<file path="config.mk">
export PLATFORM = sky130hd
export DESIGN_NAME = servant_irq_tracer
export DESIGN_NICKNAME = d
export VERILOG_FILES = /design/src/rtl/servant_irq_trace_pkg.sv /design/src/rtl/servant_irq_trace_fifo.sv /design/src/rtl/servant_irq_tracer.sv
export SDC_FILE = /design/constraint.sdc
export NUM_CORES = 1
export LEC_CHECK = 0
export CAP_MARGIN = 20
export CORE_AREA = 2 2 331 333
export DETAILED_ROUTE_END_ITERATION = 6
export DIE_AREA = 0 0 333 335
export PLACE_DENSITY_LB_ADDON = 0.15
export SLEW_MARGIN = 0
export SYNTH_ARGS = -nofsm -noshare
export SYNTH_HDL_FRONTEND = slang
export SYNTH_SLANG_ARGS = --single-unit
</file>
<file path="constraint.sdc">
create_clock -name wb_clk -period 6.4 [get_ports wb_clk]
set_input_delay 0.64 -clock wb_clk [delete_from_list [all_inputs] [get_ports wb_clk]]
set_output_delay 0.64 -clock wb_clk [all_outputs]
set_load 0.02 [all_outputs]
</file>
<file path="src/rtl/servant_irq_trace_pkg.sv">
// Shared constants, record layout and FSM state type for the servant irq/power tracer.
// The optional latency field is enabled by defining IRQ_TRACE_LATENCY_EN.
package servant_irq_trace_pkg;

  localparam logic [1:0]  KIND_IRQ      = 2'd0;
  localparam logic [1:0]  KIND_SLEEP    = 2'd1;
  localparam logic [1:0]  KIND_WAKE     = 2'd2;
  localparam logic [31:0] UNRESOLVED_PC = 32'hFFFF_FFFF;

  localparam int KIND_W   = 2;
  localparam int MCAUSE_W = 4;
  localparam int PC_W     = 32;

`ifdef IRQ_TRACE_LATENCY_EN
  localparam int LAT_W = 16;
`else
  localparam int LAT_W = 0;
`endif

  // Record layout, LSB first: [lat], ts, pc, mcause, kind
  localparam int TS_LSB = LAT_W;

  function automatic int pc_lsb(input int ts_w);
    return LAT_W + ts_w;
  endfunction

  function automatic int mcause_lsb(input int ts_w);
    return LAT_W + ts_w + PC_W;
  endfunction

  function automatic int kind_lsb(input int ts_w);
    return LAT_W + ts_w + PC_W + MCAUSE_W;
  endfunction

  function automatic int entry_w(input int ts_w);
    return KIND_W + MCAUSE_W + PC_W + ts_w + LAT_W;
  endfunction

  typedef enum logic [1:0] {
    ST_IDLE    = 2'd0,
    ST_WAIT_PC = 2'd1
  } irq_state_e;

endpackage

</file>
<file path="src/rtl/servant_irq_trace_fifo.sv">
// DEPTH x WIDTH first-word-fall-through FIFO; rdata is registered and holds
// its last value while empty. A push into a full FIFO is accepted only with a pop.
module servant_irq_trace_fifo
  import servant_irq_trace_pkg::*;
#(
  parameter int DEPTH = 16,
  parameter int WIDTH = 54
) (
  input  logic             clk,
  input  logic             rst_n,
  input  logic             push,
  input  logic [WIDTH-1:0] wdata,
  input  logic             pop,
  output logic [WIDTH-1:0] rdata,
  output logic             full,
  output logic             empty
);

  localparam int AW = $clog2(DEPTH);

  logic [WIDTH-1:0] mem [DEPTH];
  logic [AW-1:0]    wr_ptr;
  logic [AW-1:0]    rd_ptr;
  logic [AW-1:0]    rd_ptr_nxt;
  logic [AW:0]      count;
  logic [AW:0]      remain;
  logic             do_push;
  logic             do_pop;

  assign empty      = (count == '0);
  assign full       = (count == (AW+1)'(DEPTH));
  assign do_pop     = pop & ~empty;
  assign do_push    = push & (~full | do_pop);
  assign rd_ptr_nxt = rd_ptr + AW'(do_pop);
  assign remain     = count - (AW+1)'(do_pop);

  always_ff @(posedge clk) begin
    if (do_push) mem[wr_ptr] <= wdata;
  end

  // Head register: new head is either the word being written (FIFO about to be
  // empty) or the already-stored word at the next read pointer.
  always_ff @(posedge clk or negedge rst_n) begin
    if (!rst_n) begin
      wr_ptr <= '0;
      rd_ptr <= '0;
      count  <= '0;
      rdata  <= '0;
    end else begin
      if (do_push) wr_ptr <= wr_ptr + 1'b1;
      rd_ptr <= rd_ptr_nxt;
      count  <= remain + (AW+1)'(do_push);
      if (do_push && remain == '0) rdata <= wdata;
      else if (remain != '0)       rdata <= mem[rd_ptr_nxt];
    end
  end

endmodule

</file>
<file path="src/rtl/servant_irq_tracer.sv">
// Interrupt/power event tracer: edge detect, irq capture FSM, arbitration, drop accounting.
// Define IRQ_TRACE_LATENCY_EN to append a 16-bit wake-to-irq latency field to each record.
module servant_irq_tracer
  import servant_irq_trace_pkg::*;
#(
  parameter int DEPTH   = 16,
  parameter int TS_W    = 16,
  parameter int TIMEOUT = 64,
  parameter int DROP_W  = 8,
  localparam int ENTRY_W = entry_w(TS_W)
) (
  input  logic              wb_clk,
  input  logic              wb_rst_n,
  input  logic [31:0]       i_pc_adr,
  input  logic              i_pc_vld,
  input  logic              i_new_irq,
  input  logic [3:0]        i_mcause3_0,
  input  logic              i_sleep_req,
  input  logic              i_wakeup_req,
  input  logic              i_clr,
  output logic [ENTRY_W-1:0] o_data,
  output logic              o_vld,
  input  logic              i_rdy,
  output logic              o_ovf,
  output logic [DROP_W-1:0] o_drops,
  output logic [1:0]        o_state
);

  localparam int TO_W     = $clog2(TIMEOUT + 1);
  localparam int PC_LSB   = pc_lsb(TS_W);
  localparam int MC_LSB   = mcause_lsb(TS_W);
  localparam int KIND_LSB = kind_lsb(TS_W);

  logic [TS_W-1:0] ts;
  logic            sleep_prev, wake_prev;
  logic            sleep_edge, wake_edge;
  logic [31:0]     last_pc;

  irq_state_e      state;
  logic [TO_W-1:0] to_cnt;
  logic [TS_W-1:0] cap_ts;
  logic [3:0]      cap_mcause;
  logic            irq_done;
  logic [31:0]     irq_pc;

  logic            wake_pend, sleep_pend;
  logic [TS_W-1:0] wake_ts, sleep_ts;
  logic [31:0]     wake_pc, sleep_pc;

  logic            wake_cand, sleep_cand;
  logic            sel_irq, sel_wake, sel_sleep, push;
  logic [ENTRY_W-1:0] rec;

  logic            fifo_full, fifo_empty, pop;
  logic [2:0]      n_drop;
  logic [DROP_W:0] drop_sum;

`ifdef IRQ_TRACE_LATENCY_EN
  logic [15:0] lat_cnt, lat_now, cap_lat;

  // Counts cycles since the last wake edge; the edge cycle itself reads as 0.
  assign lat_now = wake_edge ? 16'd0 : lat_cnt;

  always_ff @(posedge wb_clk or negedge wb_rst_n) begin
    if (!wb_rst_n) lat_cnt <= '0;
    else           lat_cnt <= (lat_now == 16'hFFFF) ? 16'hFFFF : lat_now + 16'd1;
  end
`endif

  assign sleep_edge = i_sleep_req  & ~sleep_prev;
  assign wake_edge  = i_wakeup_req & ~wake_prev;
  assign irq_done   = (state == ST_WAIT_PC) &
                      (i_pc_vld | (to_cnt == TO_W'(TIMEOUT - 1)));
  assign irq_pc     = i_pc_vld ? i_pc_adr : UNRESOLVED_PC;
  assign o_state    = state;
  assign o_vld      = ~fifo_empty;
  assign pop        = o_vld & i_rdy;

  // One record per cycle: IRQ beats WAKE beats SLEEP; losers wait in their pending slot.
  always_comb begin
    wake_cand  = wake_pend | wake_edge;
    sleep_cand = sleep_pend | sleep_edge;
    sel_irq    = irq_done;
    sel_wake   = ~irq_done & wake_cand;
    sel_sleep  = ~irq_done & ~wake_cand & sleep_cand;
    push       = sel_irq | sel_wake | sel_sleep;
    rec        = '0;
    if (sel_irq) begin
      rec[KIND_LSB +: KIND_W]   = KIND_IRQ;
      rec[MC_LSB +: MCAUSE_W]   = cap_mcause;
      rec[PC_LSB +: PC_W]       = irq_pc;
      rec[TS_LSB +: TS_W]       = cap_ts;
`ifdef IRQ_TRACE_LATENCY_EN
      rec[0 +: LAT_W]           = cap_lat;
`endif
    end else if (sel_wake) begin
      rec[KIND_LSB +: KIND_W]   = KIND_WAKE;
      rec[PC_LSB +: PC_W]       = wake_pend ? wake_pc : last_pc;
      rec[TS_LSB +: TS_W]       = wake_pend ? wake_ts : ts;
    end else if (sel_sleep) begin
      rec[KIND_LSB +: KIND_W]   = KIND_SLEEP;
      rec[PC_LSB +: PC_W]       = sleep_pend ? sleep_pc : last_pc;
      rec[TS_LSB +: TS_W]       = sleep_pend ? sleep_ts : ts;
    end
  end

  always_comb begin
    n_drop   = 3'((i_new_irq & (state == ST_WAIT_PC)))
             + 3'((wake_edge & wake_pend))
             + 3'((sleep_edge & sleep_pend))
             + 3'((push & fifo_full & ~pop));
    drop_sum = {1'b0, (i_clr ? {DROP_W{1'b0}} : o_drops)} + (DROP_W+1)'(n_drop);
  end

  always_ff @(posedge wb_clk or negedge wb_rst_n) begin
    if (!wb_rst_n) begin
      ts         <= '0;
      sleep_prev <= 1'b0;
      wake_prev  <= 1'b0;
      last_pc    <= '0;
      o_ovf      <= 1'b0;
      o_drops    <= '0;
      wake_pend  <= 1'b0;
      wake_ts    <= '0;
      wake_pc    <= '0;
      sleep_pend <= 1'b0;
      sleep_ts   <= '0;
      sleep_pc   <= '0;
    end else begin
      ts         <= ts + 1'b1;
      sleep_prev <= i_sleep_req;
      wake_prev  <= i_wakeup_req;
      if (i_pc_vld) last_pc <= i_pc_adr;
      o_ovf   <= (o_ovf & ~i_clr) | (n_drop != 3'd0);
      o_drops <= drop_sum[DROP_W] ? {DROP_W{1'b1}} : drop_sum[DROP_W-1:0];
      if (sel_wake) begin
        wake_pend <= 1'b0;
      end else if (wake_edge && !wake_pend) begin
        wake_pend <= 1'b1;
        wake_ts   <= ts;
        wake_pc   <= last_pc;
      end
      if (sel_sleep) begin
        sleep_pend <= 1'b0;
      end else if (sleep_edge && !sleep_pend) begin
        sleep_pend <= 1'b1;
        sleep_ts   <= ts;
        sleep_pc   <= last_pc;
      end
    end
  end

  always_ff @(posedge wb_clk or negedge wb_rst_n) begin
    if (!wb_rst_n) begin
      state      <= ST_IDLE;
      to_cnt     <= '0;
      cap_ts     <= '0;
      cap_mcause <= '0;
`ifdef IRQ_TRACE_LATENCY_EN
      cap_lat    <= '0;
`endif
    end else begin
      case (state)
        ST_IDLE: begin
          if (i_new_irq) begin
            state      <= ST_WAIT_PC;
            cap_ts     <= ts;
            cap_mcause <= i_mcause3_0;
            to_cnt     <= '0;
`ifdef IRQ_TRACE_LATENCY_EN
            cap_lat    <= lat_now;
`endif
          end
        end
        ST_WAIT_PC: begin
          if (irq_done) state <= ST_IDLE;
          else          to_cnt <= to_cnt + 1'b1;
        end
        default: state <= ST_IDLE;
      endcase
    end
  end

  servant_irq_trace_fifo #(
    .DEPTH (DEPTH),
    .WIDTH (ENTRY_W)
  ) u_fifo (
    .clk   (wb_clk),
    .rst_n (wb_rst_n),
    .push  (push),
    .wdata (rec),
    .pop   (pop),
    .rdata (o_data),
    .full  (fifo_full),
    .empty (fifo_empty)
  );

endmodule

</file>
==> impl_results.md <==
- Outcome: completed
- Global-route wire length before repair: between 150000 and 200000 um
- Clk sinks: approximately 1100
- Post-CTS Setup Inserts: 0
- Actual slew at the worst max-slew pin: approximately 1.2 ns
- Residual DRC count: 0
- Total of endpoints with negative setup slack in the final report: 0
- Crit Path Class: flop to flop
- List of most frequent post-synthesis cells: 864 x sky130_fd_sc_hd__edfxtp_1, 252 x sky130_fd_sc_hd__dfrtp_1, 216 x sky130_fd_sc_hd__mux4_2
- Pre-antenna DRT Iters: 5
- Count of synthesis-stage warnings from yosys: 0
- Register bit total from synthesis: between 1000 and 1500
- Count of cell types in the netlist: 63
- Post-route setup slack: ~2.1 ns
- Diodes inserted: 0
- Most used flip-flop cell after synthesis: sky130_fd_sc_hd__edfxtp_1
- Clk pwr share: 0.266
- Setup Skew: between 0.02 and 0.03 ns
- Worst min path class: primary input to flop
- Clock buffers created by TritonCTS: approximately 120
- Dpl ws: between 1.5 and 2 ns
- Critical-path cell with the highest stage delay: sky130_fd_sc_hd__a31oi_1
- Slowest stage delay, CP: between 0.5 and 0.6 ns
- Synth-to-layout area growth: 15.4%
- Total area of sequential cells: approximately 32000 um^2
- Half-perimeter wire length after placement: approximately 63000 um
- Most frequently used cell type in the post-synthesis netlist: sky130_fd_sc_hd__edfxtp_1
- Hold violation total from the final report: 0
- Combinational power share: 0.342
- Nets: roughly 2700
- Fill count: around 9100
- F_max: roughly 230 MHz
- CTS tree: done
- Placeable Area: roughly 110000 um^2
- Kind of end point of the critical path: flop
- Total negative setup slack: 0 ns
- Max Root-Sink Buffers: 3
- Required time of the worst setup path: approximately 7 ns
- Post-DR wirelength/cell: 28.4 um
- Layout Utilization: 0.481
- Dominant delay contributor by cell family on the critical path: adder cells
- Slew Limit Headroom: 0.224
- Switching part of the total power: 0.322
- Avg Inst Size Synth: around 18 um^2
- Unrepaired setup endpoints after global routing: no
- Fraction of layout instances using a drive strength above 1: 0.244
- Root cell of the clock tree: sky130_fd_sc_hd__clkbuf_16
- Non-filler instance count after layout: slightly above 4000
- Total net switching power: 8.10 mW
- Number of buffer cells added on primary ports: 108
- Remaining Overflow, GRT: 0
- ANT nets after route: 0
- Setup slack on the worst flop-to-flop path: approximately 2.1 ns
- Post-layout power: approximately 25 mW
- Initial DRC Count: between 2000 and 2500
- Sequential element share of the synthesized area: 0.716
- Leading area contributor after synthesis: sky130_fd_sc_hd__edfxtp_1
- Worst skew pair latency: approximately 0.69 ns
- Horizontal die dimension: roughly 330 um
- CTS clk-pin slew, worst paths: roughly 0.060 ns
- Post-Syn Area: around 45000 um^2
- Count of flip-flops with a built-in enable after synthesis: roughly 860
- Static power due to leakage: between 15 and 20 nW
- Total wirelength of the detailed-routed design: 118000 um
- Std-Cell Rows: 121
- Buffers and inverters on the worst path: 0
- Count of maximum capacitance violations: 0
- Synthesized instance count: between 2000 and 2500
- Final estimated routing congestion in global placement: 0.742
- Critical-path cell list: nor4_1, nand3b_1, a31oi_1, fa_1, ha_1, ha_1, fa_1, a21oi_1, or3_1, or3_1, o311ai_0
- Number of levels the H-tree was split into: 3
- Quantity of gates resized following cts: 0
- DIE AREA: between 100000 and 150000 um^2
- Pin count of the biggest net entering global routing: 163
- GR Util All Layers: 0.212
- Power per standard cell area: between 400 and 500 nW/um^2
- Slew Limit Fails: 0
- Die Y: around 340 um
- Vias per std cell: between 5 and 6
- Cell types with the largest area share after synthesis: sky130_fd_sc_hd__edfxtp_1 58%, sky130_fd_sc_hd__dfrtp_1 14%, sky130_fd_sc_hd__mux4_2 11%
- Cell internal power dissipation: roughly 17 mW
- Area used by multi-input combinational logic: approximately 12000 um^2
- Antenna violations before repair: 4
- Worst supply voltage drop on vdd: 531 uV
- Net count after synthesis: between 2000 and 3000
- Final worst path period share: 0.666
- Number of global-route vias before repair: 24900
- Kind of start point of the critical path: flop
- Total number of vias: around 24000
- Arrival time of data at the critical path endpoint: about 4.8 ns
- Post-synth ARST share: 0.226
- Share of the synthesized area in the top cell type: 0.576
- Max FO, Critical Path: 6
- Portion of total power attributed to sequential cells: 0.392
- Minimum clock period after layout: 4.27 ns
- Starting utilization of the core area: 0.416
- Placed cell count: 3904
- Number of placed I/O pins: 110
==> logic make-up (layout without fill, tap and decap cells) <==
logic type | count (synthesis) | count (layout) | synth area share
buffers and inverters | 170 | 436 | 0.0168
xor gates and xnor gates | 27 | 27 | 0.00542
AOI/OAI and AO/OA | 292 | 292 | 0.0496
DFF | 1116 | 1116 | 0.716
adders and majority gates | 19 | 19 | 0.00561
muxes | 473 | 473 | 0.169
and+or+nand+nor | 365 | 365 | 0.0368
other | 1 | 1 | 0.0000833
==> worst paths after layout <==
path,startpoint,endpoint,cells past startpoint
setup / recovery,u_fifo.count[3],o_drops[4],11
hold / removal,i_sleep_req,sleep_prev,1
setup reg to reg,u_fifo.count[3],o_drops[4],11
hold reg to reg,cap_mcause[1],cap_mcause[1],2
max in group asynchronous,wb_rst_n,wake_pend,3
min in group asynchronous,wb_rst_n,to_cnt[0],2
==> metrics by stage <==
| stage | hold slack [ns] | area [um^2] |
|---|---|---|
| floorplan | 0.344 | 45000 |
| global placement | 0.460 | 47900 |
| detailed placement | 0.461 | 48000 |
| CTS | 0.373 | 51800 |
| global route | 0.401 | 52000 |
| finish | 0.418 | 52000 |
==> routing by layer <==
| metal | global-route usage | wire length [um] | share of wire | up-vias |
|---|---|---|---|---|
| li1 | - | - | - | 10200 |
| met1 | 0.302 | 52200 | 0.44 | 12800 |
| met2 | 0.340 | 56100 | 0.48 | 709 |
| met3 | 0.0351 | 6780 | 0.058 | 156 |
| met4 | 0.0520 | 2620 | 0.022 | 6 |
| met5 | 0 | 42 | 0.00036 | - |
==> what timing repair did <==
action	in CTS	in global routing
hold buffers	1	0
setup endpoints to repair	0	0
endpoints found under the hold margin	30	0
==> flip-flops by register name (all words and copies together) (netlist names) <==
| signal | cells |
|---|---|
| u_fifo.mem | 864 |
| u_fifo.rdata | 54 |
| last_pc | 32 |
| sleep_pc | 32 |
| wake_pc | 32 |
| cap_ts | 16 |
| sleep_ts | 16 |
| ts | 16 |
| wake_ts | 16 |
| o_drops | 8 |
| to_cnt | 7 |
| u_fifo.count | 5 |
| cap_mcause | 4 |
| u_fifo.rd_ptr | 4 |
| u_fifo.wr_ptr | 4 |
| o_ovf | 1 |
| o_state | 1 |
| sleep_pend | 1 |
| sleep_prev | 1 |
| wake_pend | 1 |
| wake_prev | 1 |
==> area by class of cell <==
| cell class | count | share of cell area |
|---|---|---|
| sequential | 1116 | 0.621 |
| multi-input combinational | 1177 | 0.234 |
| clock buffer | 172 | 0.0648 |
| timing repair buffer | 193 | 0.0360 |
| tap | 1414 | 0.0341 |
| clock inverter | 52 | 0.00862 |
| inverter | 19 | 0.00142 |
==> power by group through the flow <==
stage | logic, mW | clock network (mW) | registers [mW]
after floorplan | 5.71 | 0 | 10.0
after global placement | 8.59 | 0 | 9.95
after detailed placement | 8.72 | 0 | 10.0
after CTS | 8.75 | 6.82 | 9.87
after global routing | 9.26 | 7.11 | 9.96
final | 8.61 | 6.69 | 9.86
==> worst register-to-register path: stages, from the launching register on <==
cell                       delay (ns)
sky130_fd_sc_hd__dfrtp_1         0.42
sky130_fd_sc_hd__nor4_1          0.35
sky130_fd_sc_hd__nand3b_1        0.45
sky130_fd_sc_hd__a31oi_1         0.53
sky130_fd_sc_hd__fa_1            0.48
sky130_fd_sc_hd__ha_1            0.31
sky130_fd_sc_hd__ha_1            0.24
sky130_fd_sc_hd__fa_1            0.47
sky130_fd_sc_hd__a21oi_1         0.26
sky130_fd_sc_hd__or3_1           0.21
sky130_fd_sc_hd__or3_1           0.23
sky130_fd_sc_hd__o311ai_0        0.17
==> cell usage in the layout, fill, tap and decap left out, drive strengths merged, types with 3 or more instances in the layout <==
master,n
a21oi,43
a22oi,20
a32o,17
a32oi,32
and2,11
and3,20
buf,83
bufinv,7
clkbuf,175
clkdlybuf4s50,106
clkinv,35
clkinvlp,5
dfrtp,252
edfxtp,864
ha,17
inv,24
mux2,126
mux2i,131
mux4,216
nand2,210
nand2b,6
nand3,13
nand4,4
nor2,46
nor2b,7
nor3,6
nor3b,3
o211ai,36
o21a,48
o21ai,47
o221a,32
o31ai,3
or3,34
xnor2,21
xor2,6
(Power assumes the default switching activity.)
